### src/rtl/spr_ctrl_pkg.sv
`default_nettype none
// ============================================================================
// Module      : spr_ctrl_pkg
// Description : Shared encodings for the SPI-to-SPR command controller:
//               SPI command codes and controller FSM states.
// Revision    : 1.0 - initial release
// ============================================================================
package spr_ctrl_pkg;

  // SPI word bits [9:8]
  typedef enum logic [1:0] {
    CMD_WR_ADDR = 2'b00,
    CMD_WR_DATA = 2'b01,
    CMD_RD_ADDR = 2'b10,
    CMD_RD_DATA = 2'b11
  } cmd_e;

  // RAM port sequencer states
  typedef enum logic [2:0] {
    ST_IDLE      = 3'd0,
    ST_SPI_ACC   = 3'd1,
    ST_RD_WAIT   = 3'd2,
    ST_HOST_ACC  = 3'd3,
    ST_HOST_WAIT = 3'd4
  } state_e;

endpackage
`default_nettype wire

### src/rtl/spr_arb.sv
`default_nettype none
// ============================================================================
// Module      : spr_arb
// Description : Two-requester fixed-priority grant for the single RAM port.
//               The SPI side always wins; the host is granted only when the
//               SPI side is not requesting. Purely combinational.
// Revision    : 1.0 - initial release
// ============================================================================
module spr_arb (
  input  logic req_spi,
  input  logic req_host,
  output logic gnt_spi,
  output logic gnt_host
);

  // SPI has absolute priority over the host
  assign gnt_spi  = req_spi;
  assign gnt_host = req_host & ~req_spi;

endmodule
`default_nettype wire

### src/rtl/spr_spi_ctrl.sv
`default_nettype none
// ============================================================================
// Module      : spr_spi_ctrl
// Description : Command controller between the SPI slave and the single-port
//               RAM. Decodes 10-bit SPI words, holds one pending RAM command,
//               sequences RAM accesses and shares the RAM port with a local
//               host port (SPI first).
//               Optional feature macro: SPR_AUTOINC_EN - post-increment the
//               SPI write/read address after each data command.
// Revision    : 1.0 - initial release
// ============================================================================
module spr_spi_ctrl
  import spr_ctrl_pkg::*;
#(
  parameter int MEM_DEPTH = 256,
  parameter int ADDR_SIZE = 8
) (
  input  logic                 clk,
  input  logic                 rst_n,
  input  logic [9:0]           rx_data,
  input  logic                 rx_valid,
  output logic [7:0]           tx_data,
  output logic                 tx_valid,
  input  logic                 host_req,
  input  logic                 host_we,
  input  logic [ADDR_SIZE-1:0] host_addr,
  input  logic [7:0]           host_wdata,
  output logic                 host_gnt,
  output logic [7:0]           host_rdata,
  output logic                 host_rvld,
  output logic                 ram_en,
  output logic                 ram_we,
  output logic [ADDR_SIZE-1:0] ram_addr,
  output logic [7:0]           ram_wdata,
  input  logic [7:0]           ram_rdata,
  output logic                 err_ovf
);

  state_e               r_state;
  logic                 r_rx_valid_q;
  logic [ADDR_SIZE-1:0] r_wr_addr;
  logic [ADDR_SIZE-1:0] r_rd_addr;
  logic                 r_pend_vld;
  logic                 r_pend_rd;
  logic [ADDR_SIZE-1:0] r_pend_addr;
  logic [7:0]           r_pend_wdata;
  logic                 r_acc_rd;

  cmd_e                 w_cmd;
  logic [ADDR_SIZE-1:0] w_payload_addr;
  logic                 w_rx_edge;
  logic                 w_is_data_cmd;
  logic                 w_drop;
  logic                 w_accept;
  logic                 w_gnt_spi;
  logic                 w_gnt_host;
  logic                 w_take_spi;

  // Only a rising edge of rx_valid carries a new command; the level is ignored
  assign w_rx_edge      = rx_valid & ~r_rx_valid_q;
  assign w_cmd          = cmd_e'(rx_data[9:8]);
  assign w_payload_addr = ADDR_SIZE'(rx_data[7:0] % MEM_DEPTH);
  // Data commands (01/11) need the pending slot; address commands never do
  assign w_is_data_cmd  = rx_data[8];
  assign w_drop         = w_rx_edge & w_is_data_cmd & r_pend_vld;
  assign w_accept       = w_rx_edge & ~w_drop;
  assign w_take_spi     = (r_state == ST_IDLE) & w_gnt_spi;

  spr_arb u_arb (
    .req_spi  (r_pend_vld),
    .req_host (host_req),
    .gnt_spi  (w_gnt_spi),
    .gnt_host (w_gnt_host)
  );

`ifdef SPR_AUTOINC_EN
  function automatic logic [ADDR_SIZE-1:0] next_addr(input logic [ADDR_SIZE-1:0] a);
    next_addr = (a == ADDR_SIZE'(MEM_DEPTH - 1)) ? '0 : a + ADDR_SIZE'(1);
  endfunction
`endif

  // Edge-detect rx_valid, decode SPI words, manage address regs and the pending slot
  always_ff @(posedge clk or negedge rst_n) begin
    if (!rst_n) begin
      r_rx_valid_q <= 1'b0;
      r_wr_addr    <= '0;
      r_rd_addr    <= '0;
      r_pend_vld   <= 1'b0;
      r_pend_rd    <= 1'b0;
      r_pend_addr  <= '0;
      r_pend_wdata <= '0;
      err_ovf      <= 1'b0;
    end else begin
      r_rx_valid_q <= rx_valid;
      if (w_take_spi) begin
        r_pend_vld <= 1'b0;
      end
      if (w_rx_edge) begin
        case (w_cmd)
          CMD_WR_ADDR: r_wr_addr <= w_payload_addr;
          CMD_RD_ADDR: r_rd_addr <= w_payload_addr;
          CMD_WR_DATA: begin
            if (r_pend_vld) begin
              err_ovf <= 1'b1;
            end else begin
              r_pend_vld   <= 1'b1;
              r_pend_rd    <= 1'b0;
              r_pend_addr  <= r_wr_addr;
              r_pend_wdata <= rx_data[7:0];
`ifdef SPR_AUTOINC_EN
              r_wr_addr    <= next_addr(r_wr_addr);
`endif
            end
          end
          CMD_RD_DATA: begin
            if (r_pend_vld) begin
              err_ovf <= 1'b1;
            end else begin
              r_pend_vld   <= 1'b1;
              r_pend_rd    <= 1'b1;
              r_pend_addr  <= r_rd_addr;
`ifdef SPR_AUTOINC_EN
              r_rd_addr    <= next_addr(r_rd_addr);
`endif
            end
          end
          default: ;
        endcase
      end
    end
  end

  // RAM port sequencer with registered RAM, SPI-return and host outputs
  always_ff @(posedge clk or negedge rst_n) begin
    if (!rst_n) begin
      r_state    <= ST_IDLE;
      r_acc_rd   <= 1'b0;
      ram_en     <= 1'b0;
      ram_we     <= 1'b0;
      ram_addr   <= '0;
      ram_wdata  <= '0;
      tx_data    <= '0;
      tx_valid   <= 1'b0;
      host_gnt   <= 1'b0;
      host_rdata <= '0;
      host_rvld  <= 1'b0;
    end else begin
      // Strobes are single-cycle; ram_we never outlives ram_en
      ram_en    <= 1'b0;
      ram_we    <= 1'b0;
      host_gnt  <= 1'b0;
      host_rvld <= 1'b0;
      // Any accepted SPI command invalidates the previous read result
      if (w_accept) begin
        tx_valid <= 1'b0;
      end
      case (r_state)
        ST_IDLE: begin
          if (w_gnt_spi) begin
            ram_en    <= 1'b1;
            ram_we    <= ~r_pend_rd;
            ram_addr  <= r_pend_addr;
            ram_wdata <= r_pend_wdata;
            r_acc_rd  <= r_pend_rd;
            r_state   <= ST_SPI_ACC;
          end else if (w_gnt_host) begin
            ram_en    <= 1'b1;
            ram_we    <= host_we;
            ram_addr  <= host_addr;
            ram_wdata <= host_wdata;
            host_gnt  <= 1'b1;
            r_acc_rd  <= ~host_we;
            r_state   <= ST_HOST_ACC;
          end
        end
        ST_SPI_ACC:  r_state <= r_acc_rd ? ST_RD_WAIT : ST_IDLE;
        ST_RD_WAIT: begin
          // A returning read takes precedence over a same-cycle clear
          tx_data  <= ram_rdata;
          tx_valid <= 1'b1;
          r_state  <= ST_IDLE;
        end
        ST_HOST_ACC: r_state <= r_acc_rd ? ST_HOST_WAIT : ST_IDLE;
        ST_HOST_WAIT: begin
          host_rdata <= ram_rdata;
          host_rvld  <= 1'b1;
          r_state    <= ST_IDLE;
        end
        default:     r_state <= ST_IDLE;
      endcase
    end
  end

endmodule
`default_nettype wire

### config.mk
export PLATFORM = sky130hd
export DESIGN_NAME = spr_spi_ctrl
export DESIGN_NICKNAME = d
export VERILOG_FILES = /design/src/rtl/spr_ctrl_pkg.sv /design/src/rtl/spr_arb.sv /design/src/rtl/spr_spi_ctrl.sv
export SDC_FILE = /design/constraint.sdc
export NUM_CORES = 1
export LEC_CHECK = 0
export ABC_AREA = 1
export ABC_CLOCK_PERIOD_IN_PS = 1100
export CAP_MARGIN = 10
export CORE_UTILIZATION = 25
export DETAILED_ROUTE_END_ITERATION = 10
export GPL_ROUTABILITY_DRIVEN = 0
export PLACE_DENSITY_LB_ADDON = 0.12
export RECOVER_POWER = 50
export SYNTH_ARGS = -nofsm -noshare
export SYNTH_HDL_FRONTEND = slang
export SYNTH_SLANG_ARGS = --single-unit
### constraint.sdc
create_clock -name clk -period 1.1 [get_ports clk]
set_input_delay 0.22 -clock clk [delete_from_list [all_inputs] [get_ports clk]]
set_output_delay 0.22 -clock clk [all_outputs]
set_load 0.1 [all_outputs]
* Yosys cells after proc, flatten, opt, wreduce, memory -nomap -nowiden
Index checks and enable logic that the tools add are counted.
** Storage, ports and cells
- Latch bits :: 0
- Bits of input ports :: 39
- ROM bits :: 0
- Memories kept :: 0
- Flip-flop bits (word level) :: 77
- Logic and storage cells :: 84
- Bits in writable memories :: 0
** Cells by class
- Shift operators :: 0
- Mux-type cells :: 32
- Divide/modulo/power cells :: 0
- Bitwise logic cells :: 11
- Eq/ne operators :: 10
- $mul :: 0
- Order comparisons :: 0
- Add/subtract/negate cells :: 0
- Reduce and logical (&&, ||, !) cells :: 12
** Operators by type and width (number)
- 2-to-1 mux 8 bit :: 6
- 2-to-1 mux 1 bit :: 19
- case mux 8 bit (2 select lines) :: 1
- 2-to-1 mux 3 bit :: 3
- case mux 3 bit (3 select lines) :: 1
- AND 1 bit :: 6
- == test 3 x 2 -> 1 bit, second input constant :: 2
- AND reduction 2 bit :: 3
- AND reduction 3 bit :: 2
- nonzero test 2 bit :: 3
- inverter 1 bit :: 5
- == test 2 bit, second input constant :: 2
- inequality test 2 bit, second input constant :: 2
- AND reduction 4 bit :: 1
- == test 3 x 1 -> 1 bit, second input constant :: 1
- == test 3 bit, second input constant :: 1
- logical NOT 3 bit :: 1
- inequality test 3 x 2 -> 1 bit, second input constant :: 1
- == test 2 x 1 -> 1 bit, second input constant :: 1
- logical NOT 2 bit :: 1
- 2-to-1 mux 2 bit :: 1
- case mux 1 bit (2 select lines) :: 1
- OR reduction 2 bit :: 1

* Depth between registers and ports, before layout
Gate-level depths: netlist (run 1).
- Depth after elaboration :: 8
- Gate-level depth with buffers :: 7

* Cells and area by module
From an unflattened synthesis (run 1), not the netlist that was laid out.
** Unflattened totals
- Cell total of the unflattened synthesis :: 396
- Area, all modules :: 3429.5 sq um
** By module, submodules not included
- spr_spi_ctrl :: area an instance 3412.0 sq um, cells an instance 393, instances 1
- spr_arb :: area an instance 17.5 sq um, cells an instance 3, instances 1

* Least setup slack after synthesis (run 1)
No wires, ideal clock.
- Kind :: register to register
- From :: reg, netlist name tx_data[4]
- To :: reg tx_data[4]
- Setup slack :: -0.090 ns
- Cell stages (with the launch flop) :: 3
- Arrival :: 1.116 ns
- Library setup time :: 0.074 ns
- Period minus slack after synthesis :: 1.190 ns
- Cell sequence :: dfrtp_1 > nand2_1 > o21ai_2
** RTL lines
- end signal: assignment :: line spr_spi_ctrl.sv:179 : tx_data <= ram_rdata;
- end: declaration :: line spr_spi_ctrl.sv:22 : output logic [7:0] tx_data,

* Worst setup path after layout (run 1)
- From :: reg r_pend_vld
- To :: reg ram_wdata[2]
** On the way
- Cells in the longest elaborated chain, start to end :: 4
- Elaborated cells on any way between the ends :: 5
** Ends and longest elaborated chain
- start: declaration :: line spr_spi_ctrl.sv:43 : logic r_pend_vld;
- start signal: assignment :: line spr_spi_ctrl.sv:88 : r_pend_vld <= 1'b0;
- start signal: assignment :: line spr_spi_ctrl.sv:96 : r_pend_vld <= 1'b0;
- start signal: assignment :: line spr_spi_ctrl.sv:106 : r_pend_vld <= 1'b1;
- inverter 1 bit (no line)
- AND 1 bit :: line spr_arb.sv:18 : assign gnt_host = req_host & ~req_spi;
- nonzero test 2 bit (no line)
- AND reduction 2 bit (no line)
- end signal: assignment :: line spr_spi_ctrl.sv:163 : ram_wdata <= r_pend_wdata;
- end signal: assignment :: line spr_spi_ctrl.sv:170 : ram_wdata <= host_wdata;
- end: declaration :: line spr_spi_ctrl.sv:34 : output logic [7:0] ram_wdata,
Several ways; a longest one is shown, not always the timed one.
A chain may end at the register's enable or synchronous reset.

==> results of run 1 <==
[cell type report]
type	instances	area, um^2
fillers	1226	6910
repair buffers	138	1790
clock buffers	13	270
well taps	172	215
clock inverters	3	67.6
flip-flops and latches	77	1970
inverters	30	118
multi-input cells	274	1530
[stage by stage]
step	util (%)	power, mW	instance area (um^2)
final	46.3	21.1	5960
after global routing	46.3	22.0	5960
after CTS	42.9	19.7	5520
after detailed placement	38.3	15.6	4930
after global placement	38.3	15.5	4930
after floorplan	-	11.2	3410
[repair_timing]
item,in CTS,in global routing
endpoints found under the hold margin,77,0
hold buffers,1,0
setup endpoints to repair,86,111
resized for setup,36,71
buffers inserted,16,13
gates cloned,1,6
pin swaps,19,14
[critical path: stages (launching register included)]
cell and delay, ns:
dfrtp_1 0.40, inv_2 0.08, buf_6 0.13, nand2_4 0.07
nand3_4 0.13, buf_12 0.19, nand2_2 0.05, nand2_1 0.04
[worst max path at each step]
stage,from,endpoint,cells after the start
floorplan,r_pend_vld$_DFF_PN0_,r_pend_wdata[0]$_DFFE_PN0P_,5
global placement,rx_data[8],r_pend_wdata[1]$_DFFE_PN0P_,6
detailed placement,rx_data[8],r_pend_wdata[2]$_DFFE_PN0P_,6
CTS,r_pend_vld$_DFF_PN0_,ram_addr[7]$_DFFE_PN0P_,7
global route,r_pend_vld$_DFF_PN0_,r_pend_addr[4]$_DFFE_PN0P_,6
finish,r_pend_vld$_DFF_PN0_,ram_wdata[2]$_DFFE_PN0P_,7
[registers in the layout (all words and copies together), names as in the netlist, 3 cells and up]
| register | cells |
|---|---|
| r_wr_addr | 8 |
| ram_wdata | 8 |
| r_pend_addr | 8 |
| host_rdata | 8 |
| ram_addr | 8 |
| tx_data | 8 |
| r_pend_wdata | 8 |
| r_rd_addr | 8 |
| r_state | 3 |
[routing by layer]
metal | wire length [um] | vias up | GRT usage, %
met5 | 0 | - | 0
met4 | 136 | 0 | 4.65
li1 | - | 1499 | -
met3 | 297 | 11 | 2.96
met1 | 4460 | 1422 | 17.9
met2 | 4640 | 55 | 22.2
[cells in the final DEF, fill, tap and decap left out, types with 6 or more instances in the layout]
cell type          n
inv_1             23
clkbuf_16         12
nand2_1          143
nand3_1           21
nand3_2            6
clkdlybuf4s50_1   35
o21ai_1            7
dfrtp_2           38
o21ai_2           21
buf_12            44
buf_6             12
dfrtp_1           39
nand2_2           37
buf_4             39
o21ai_0            6
nand2_4           15
[cells in the mapped netlist]
master	number
nand2_1	190
o21ai_1	5
dfrtp_1	77
nor3_1	1
nor2_4	3
nand3_1	26
a21oi_1	1
nand2_4	1
o21bai_1	1
inv_2	5
o21ai_2	15
o21ai_0	14
nand2_2	5
buf_2	5
nand3_2	2
clkinv_1	1
buf_4	3
nor2_1	7
buf_6	5
inv_1	24
nand4_1	1
[power breakdown]
part	internal [mW]	total (mW)	switching (mW)
Clock	2.17	3.32	1.14
Sequential	4.02	5.07	1.05
Combinational	5.16	12.7	7.55
[cell families (layout without fill, tap and decap cells)]
| family | Yosys count | count (layout) | synth area share [%] |
|---|---|---|---|
| AOI/OAI and AO/OA | 36 | 36 | 7.11 |
| and+or+nand+nor | 236 | 238 | 29.1 |
| buffers and inverters | 43 | 184 | 6.44 |
| DFF | 77 | 77 | 57.4 |
==> run_results.csv, run 1 <==
group,metric,value,unit
run_status,status,"finished, violations left",
run_status,violations,"negative setup slack",
drt,vias,2987,
worst_setup_path,crit_required,1.32,ns
synth,synth.top_cell.area_share,57.4,%
timing,rsz0062_at_grt,"yes",
synth,ys_warn_count,0,
worst_setup_path,path_class,"reg2reg",
worst_setup_path,worstPathArrival,1.44,ns
worst_setup_path,cp_max_fo,8,
cts,cts_tree,"done",
synth,synth_seq_area_share,57.4,%
global_routing,track_usage,13.7,%
place,dp_slack,-0.451,ns
timing,fin_tns_setup,-5.53,ns
worst_setup_path,rr_endpoint,"ram_wdata[2]$_DFFE_PN0P_",
worst_setup_path,crit_path_end_kind,"flip-flop",
global_routing,grt_antenna_before_repair,0,
finish,area_growth,77.5,%
timing,hold_viol_final,0,
place,dpl.hpwl,6.26,mm
synth,syn_nets,431,
timing,skew,0.00405,ns
hold_path,worstHoldStart,"rx_valid",
floorplanning,start_util,26.1,%
worst_setup_path,critPathLaunchType,"flip-flop",
timing,finalCritPeriodShare,110,%
timing,tightest_slew,0.519,ns
cts,cts.htree.levels,3,
worst_setup_path,worstReg2RegStart,"r_pend_vld$_DFF_PN0_",
drt,initialDrtViolationCount,154,
synth,synth_top_area_cell,"dfrtp_1",
pwr,peakVddDrop,0.910,mV
drt,first_pass_iters,4,
timing,drv_slew,0,
floorplanning,dieArea,13900,um^2
floorplanning,fp-row-count,41,
drt,viasPerCell,4.22,
worst_setup_path,r2r_slack,-0.11,ns
worst_setup_path,reg2reg_depth,7,
synth,avgSynthCellArea,8.57,um^2
cts,cts_buffers,9,
floorplanning,pin_count,77,
synth,synth.distinct_cells,21,
global_routing,grt_pass1_vias,2957,
finish,drive_gt1_share,46.2,%
place,dp.cells,654,
cts,cts_sinks,77,
global_routing,grt_pass1_wl,15.0,mm
drt,drc,0,
finish,nNetsFinal,569,
synth,syn_area,3360,um^2
timing,worst_slew_margin_rel,65.4,%
synth,synthTopCellsByArea,"dfrtp_1 57%, nand2_1 21%, o21ai_2 3.9%",
place,io_buffers,76,
finish,antenna_cells,0,
hold_path,hold_path_class,"in2reg",
timing,max_freq,824,MHz
pwr,power_leakage,2.89,nW
cts,clockRootBuffer,"clkbuf_16",
hold_path,hold_end,"r_rx_valid_q$_DFF_PN0_",
flow_run,cap_violations,0,
timing,fin_ws,-0.114,ns
finish,layoutNonFillerInstCount,707,
timing,setup_viol,94,
drt,ant_nets,0,
global_routing,grt_max_degree,55,
synth,syn_inst,392,
timing,hold_ws,0.209,ns
drt,wl_per_cell,13.5,um
synth,ys_seq_elements,77,
floorplanning,die_h,118,um
floorplanning,coreArea,12900,um^2
cts,cts_buffer_depth,2,
drt,drt_wl_total,9.54,mm
cts,path_clk_slew,0.06,ns
pwr,power_density,3540,nW/um^2
floorplanning,die_x,118,um
global_routing,grt_overflow,0,
timing,finalCriticalPeriod,1.21,ns
hold_path,whs_path_depth,1,
cts,clock_latency,0.33,ns
(Power assumes the default switching activity.)
==> run 2: changes to the inputs <==
--- a/config.mk
+++ b/config.mk
@@ -7,3 +7,3 @@
 export LEC_CHECK = 0
-export ABC_AREA = 1
+export ABC_AREA = 0
 export ABC_CLOCK_PERIOD_IN_PS = 1100
==> constraint.sdc (replaced) <==
create_clock -name clk -period 1.1 [get_ports clk]
set_input_delay 0.165 -clock clk [delete_from_list [all_inputs] [get_ports clk]]
set_output_delay 0.165 -clock clk [all_outputs]
set_load 0.1 [all_outputs]
==> run 2 against run 1 <==
The flow still finishes with violations (negative setup slack). Largest cell class unchanged. First-iteration DRC count fell by 78%. Critical endpoint is now ram_addr[1]$_DFFE_PN0P_. Setup slack got worse by 0.33 ns. Register-to-register slack got worse by 0.33 ns. Utilization rose by 0.86 points. Die area fell by 4.8%. Fmax fell by 21%. Non-clock buffer count fell by 19. Final area fell by 3.4%. Sequential share of layout area rose by 0.75 points. Clock skew rose by 0.0047 ns. Cell count fell by 29%. Global-route usage fell by 0.38 points.
==> run_results.csv, run 2 <==
group,metric,value,unit
floorplanning,die_x,115,um
synth,synth_edf_count,0,
worst_setup_path,rr_endpoint,"ram_addr[1]$_DFFE_PN0P_",
cts,cts_tree,"done",
drt,viasPerCell,4.25,
place,io_buffers,76,
global_routing,busiest_layer,"met2",
finish,final_common_cell,"dfrtp_1",
cts,cts_buffer_depth,2,
global_routing,grt_pass1_wl,13.0,mm
synth,async_flop_share,100,%
synth,ys_top_cells_by_count,"77 x dfrtp_1, 60 x mux2_2, 13 x nor2_1, 9 x mux2_4",
worst_setup_path,crit_path_end_kind,"flip-flop",
synth,synth.most_common_cell,"dfrtp_1",
floorplanning,fp-row-count,40,
synth,synthTopCellsByArea,"dfrtp_1 60%, mux2_2 21%, mux2_4 4.2%",
synth,syn_area,3200,um^2
finish,drive_gt1_share,66.2,%
drt,drc,0,
drt,first_pass_iters,2,
finish,antenna_cells,0,
synth,ys_warn_count,0,
timing,setup_viol,73,
synth,yosys_most_used_dff,"dfrtp_1",
drt,wl_per_cell,16.3,um
floorplanning,coreArea,12200,um^2
worst_setup_path,startpoint,"r_state[2]$_DFFE_PN0P_",
timing,skew,0.00880,ns
synth,synth.top_cell.area_share,60.3,%
run_status,violations,"negative setup slack",
worst_setup_path,worstPathArrival,1.76,ns
worst_setup_path,r2r_slack,-0.44,ns
timing,finalCriticalPeriod,1.54,ns
finish,utilization,47.2,%
timing,drv_slew,0,
global_routing,grt_max_degree,78,
worst_setup_path,path_class,"reg2reg",
worst_setup_path,critPathLaunchType,"flip-flop",
finish,nNetsFinal,371,
worst_setup_path,cp_max_fo,14,
timing,fin_ws,-0.441,ns
timing,worst_slew_margin_rel,50.8,%
floorplanning,pin_count,77,
drt,initialDrtViolationCount,34,
global_routing,grt_antenna_before_repair,0,
timing,fin_tns_setup,-23.02,ns
global_routing,track_usage,13.3,%
cts,cts_buffers,9,
worst_setup_path,crit_chain,"or3_4 > nor2_8 > buf_12 > mux2_2",
global_routing,grt_overflow,0,
drt,ant_nets,0,
worst_setup_path,worstReg2RegStart,"r_state[2]$_DFFE_PN0P_",
synth,syn_inst,211,
worst_setup_path,reg2reg_depth,4,
global_routing,gr-usage-met3,3.90,%
synth,syn_nets,250,
floorplanning,dieArea,13200,um^2
worst_setup_path,path_delay_family,"simple AND/OR/NAND/NOR gates",
cts,cts.htree.levels,3,
cts,clockRootBuffer,"clkbuf_16",
synth,synth_seq_area_share,60.3,%
worst_setup_path,cp_slowest_cell,"or3_4",
global_routing,use_met2,21.6,%
run_status,status,"finished, violations left",
floorplanning,start_util,26.2,%
hold_path,hold_path_class,"in2async",
global_routing,grt_pass1_vias,2325,
drt,vias,2148,
cts,path_clk_slew,0.06,ns
finish,fillers,1099,
floorplanning,die_h,115,um
flow_run,cap_violations,0,
place,dpl.hpwl,5.06,mm
place,place_area,4830,um^2
cts,clock_latency,0.33,ns
worst_setup_path,crit_required,1.32,ns
timing,hold_ws,0.486,ns
timing,finalCritPeriodShare,140,%
finish,finalInstanceArea,5760,um^2
timing,max_freq,649,MHz
synth,avgSynthCellArea,15.1,um^2
finish,area_growth,80.3,%
timing,rsz0062_at_grt,"yes",
synth,ys_seq_elements,77,
global_routing,met1_usage,17.1,%
cts,cts_sinks,77,
timing,hold_viol_final,0,
synth,synth_top_area_cell,"dfrtp_1",
timing,tightest_slew,0.738,ns
worst_setup_path,cpPeakStageDelay,0.43,ns
synth,synth.distinct_cells,28,
finish,layout_common_cells,"58 x dfrtp_1, 50 x mux2_4, 45 x buf_12",
worst_setup_path,cp_num_buf_inv,1,
drt,drt_wl_total,8.24,mm
[run 2: changes by cell type in the layout (fill, tap and decap cells not counted), moves of 22 or more]
cell     before  now
nand2_1     143    2
mux2_4        0   50
nand2_2      37    0
mux2_2        0   22
inv_1        23    0
[run 2: area by class of cell]
type	instances	area (um^2)	share of cell area [%]
Clock inverter	3	90.1	1.56
Multi-Input combinational cell	125	1560	27.1
Clock buffer	13	270	4.69
Tap cell	168	210	3.65
Sequential cell	77	1950	33.9
Timing Repair Buffer	119	1680	29.2
[run 2: timing repair]
| action | in CTS | in global routing |
|---|---|---|
| gates cloned | 5 | 0 |
| hold buffers | 1 | 0 |
| buffers inserted | 13 | 8 |
| endpoints found under the hold margin | 77 | 0 |
| pin swaps | 5 | 5 |
| setup endpoints to repair | 95 | 109 |
| resized for setup | 69 | 33 |
[run 2: through the flow]
stage,setup slack (ns),cells
floorplan,-0.502,211
global placement,-0.648,468
detailed placement,-0.670,468
CTS,-0.454,502
global route,-0.473,505
finish,-0.441,505
[run 2: kinds of logic (layout without fill, tap and decap cells)]
group | count (synthesis) | after routing | synth area share, %
muxes | 81 | 81 | 29.3
DFF | 77 | 77 | 60.3
and+or+nand+nor | 31 | 31 | 5.76
AOI/OAI and AO/OA | 13 | 13 | 2.35
buffers and inverters | 9 | 135 | 2.31
[run 2: worst max path at each step]
| stage | end | slack [ns] | cells after the start |
|---|---|---|---|
| 5_1_grt | ram_wdata[3]$_DFFE_PN0P_ | -0.47 | 4 |
| 2_1_floorplan | ram_addr[4]$_DFFE_PN0P_ | -0.50 | 5 |
| 3_3_place_gp | r_pend_wdata[5]$_DFFE_PN0P_ | -0.65 | 5 |
| 3_5_place_dp | r_pend_wdata[6]$_DFFE_PN0P_ | -0.67 | 5 |
| 4_1_cts | ram_addr[2]$_DFFE_PN0P_ | -0.45 | 4 |
| 6_report | ram_addr[1]$_DFFE_PN0P_ | -0.44 | 4 |
[run 2: tightest hold or removal path: stages]
cell and delay (ns):
dlygate4sd3_1 0.53, buf_4 0.10, buf_6 0.53
[run 2: layer usage]
metal | share of wire (%) | up-vias
met5 | 0 | -
met4 | 1.1 | 0
met3 | 4.4 | 10
met2 | 50 | 55
met1 | 45 | 1099
li1 | - | 984
Power of run 2 is not shown: default switching activity piles up to over one toggle a cycle in this logic, so the estimate is an artifact.
==> run 3: changes to the inputs <==
Settings changed: PLACE_DENSITY_LB_ADDON 0.12 to default.
==> run 3 against run 2 <==
The run still ends with negative setup slack left. Largest cell class unchanged. Cell count is 0.59% higher. Final area is 0.91% lower. Count of clock-buffer cells in the layout is 4 lower. Register-to-register slack worse by 0.03 ns. Global-route usage is 0.32 points lower. Clock skew is 0.0022 ns lower. Utilization is 0.43 points lower. Critical endpoint is now ram_wdata[6]$_DFFE_PN0P_. First-iteration DRC count is 140% higher. Via count is 1.0% higher. Routed wire length is 2.1% lower.
==> run_results.csv, run 3 (synthesized netlist as in run 2, its figures left out) <==
group,metric,value,unit
run_status,status,"finished, violations left",
run_status,violations,"negative setup slack",
timing,skew,0.00657,ns
finish,multi_input_area,1530,um^2
finish,final_common_cell,"dfrtp_1",
worst_setup_path,worstPathArrival,1.79,ns
place,io_buffers,76,
worst_setup_path,crit_path_end_kind,"flip-flop",
drt,initialDrtViolationCount,82,
worst_setup_path,crit_chain,"or3_4 > nor2_8 > buf_12 > mux2_2",
global_routing,grt_antenna_before_repair,0,
floorplanning,start_util,26.2,%
finish,drive_gt1_share,65.6,%
cts,cts.htree.levels,3,
worst_setup_path,cpPeakStageDelay,0.43,ns
finish,layout_common_cells,"58 x dfrtp_1, 51 x mux2_4, 48 x buf_12",
cts,cts_tree,"done",
place,dp.cells,469,
finish,area_growth,78.7,%
timing,hold_viol_final,0,
cts,cts_buffers,9,
worst_setup_path,crit_required,1.32,ns
timing,setup_viol,78,
finish,antenna_cells,0,
floorplanning,die_h,115,um
timing,worst_slew_margin_rel,57.7,%
floorplanning,die_x,115,um
hold_path,hold_path_class,"in2async",
cts,clockRootBuffer,"clkbuf_16",
worst_setup_path,path_class,"reg2reg",
timing,tightest_slew,0.634,ns
floorplanning,pin_count,77,
floorplanning,fp-row-count,40,
global_routing,grt_overflow,0,
timing,drv_slew,0,
finish,layoutNonFillerInstCount,508,
worst_setup_path,cp_max_fo,11,
timing,finalCritPeriodShare,143,%
floorplanning,coreArea,12200,um^2
drt,vias,2170,
drt,viasPerCell,4.27,
worst_setup_path,critPathLaunchType,"flip-flop",
finish,nNetsFinal,374,
finish,ff_latch_area,1950,um^2
cts,cts_sinks,77,
drt,drc,0,
floorplanning,dieArea,13200,um^2
flow_run,cap_violations,0,
worst_setup_path,cp_slowest_cell,"or3_4",
cts,path_clk_slew,0.06,ns
timing,rsz0062_at_grt,"yes",
finish,fillers,1081,
global_routing,track_usage,13.0,%
global_routing,grt_pass1_wl,12.8,mm
drt,wl_per_cell,15.9,um
timing,fin_ws,-0.468,ns
global_routing,grt_max_degree,31,
cts,cts_buffer_depth,2,
cts,clock_latency,0.34,ns
drt,drt_wl_total,8.07,mm
global_routing,grt_pass1_vias,2351,
timing,max_freq,638,MHz
drt,first_pass_iters,4,
drt,ant_nets,0,
place,dpl.hpwl,5.08,mm
timing,finalCriticalPeriod,1.57,ns
[run 3: cell types whose count changed in the layout (fill, tap and decap cells not counted), sizes merged]
cell / change
clkinvlp: +2
bufbuf: -1
clkbuf: -1
bufinv: -1
buf: +1
clkinv: +3
[run 3: layout make-up]
class	instances	area share [%]
tap	168	3.68
clock inverter	7	1.58
timing repair buffer	122	29.9
sequential	77	34.2
multi-input combinational	125	26.8
clock buffer	9	3.94
[run 3: repair_timing]
action                     CTS  global route
setup endpoints to repair  105           109
gates cloned                 2             3
pin swaps                    4             2
buffers inserted             9            11
hold buffers                 1             0
hold endpoints to repair    21             0
resized for setup           43            34
[run 3: stage by stage]
stage / setup slack [ns] / utilization, % / setup TNS, ns / hold WS [ns] / instance area [um^2]
floorplan: -0.502 / - / -20.20 / -0.131 / 3310
global placement: -0.642 / 39.8 / -32.29 / 0.0880 / 4870
detailed placement: -0.672 / 39.8 / -34.12 / 0.0926 / 4870
CTS: -0.470 / 44.7 / -22.47 / 0.273 / 5460
global route: -0.503 / 46.8 / -28.43 / 0.461 / 5710
finish: -0.468 / 46.8 / -23.93 / 0.391 / 5710
[run 3: critical path, delay by kind of cell, from the launching register on]
kind,cells,cell delay (ns)
buffers and inverters,1,0.16
DFF,1,0.39
muxes,1,0.33
and+or+nand+nor,2,0.56
[run 3: final timing paths]
check | cells after the start | slack (ns) | start | to
max in group asynchronous | 3 | 0.12 | rst_n | r_pend_vld$_DFF_PN0_
hold / removal | 2 | 0.39 | rst_n | host_rdata[3]$_DFFE_PN0P_
setup / recovery | 4 | -0.47 | r_state[2]$_DFFE_PN0P_ | ram_wdata[6]$_DFFE_PN0P_
hold reg to reg | 2 | 0.50 | r_pend_rd$_DFFE_PN0P_ | r_pend_rd$_DFFE_PN0P_
setup reg to reg | 4 | -0.47 | r_state[2]$_DFFE_PN0P_ | ram_wdata[6]$_DFFE_PN0P_
min in group clk | 2 | 0.48 | ram_rdata[4] | host_rdata[4]$_DFFE_PN0P_
[run 3: layer usage]
metal | GRT usage (%) | wire [um]
met1 | 16.0 | 3470
met2 | 20.6 | 3920
met3 | 5.11 | 586
met4 | 4.68 | 85
met5 | 0 | 0
Power of run 3 is left out for the same reason.
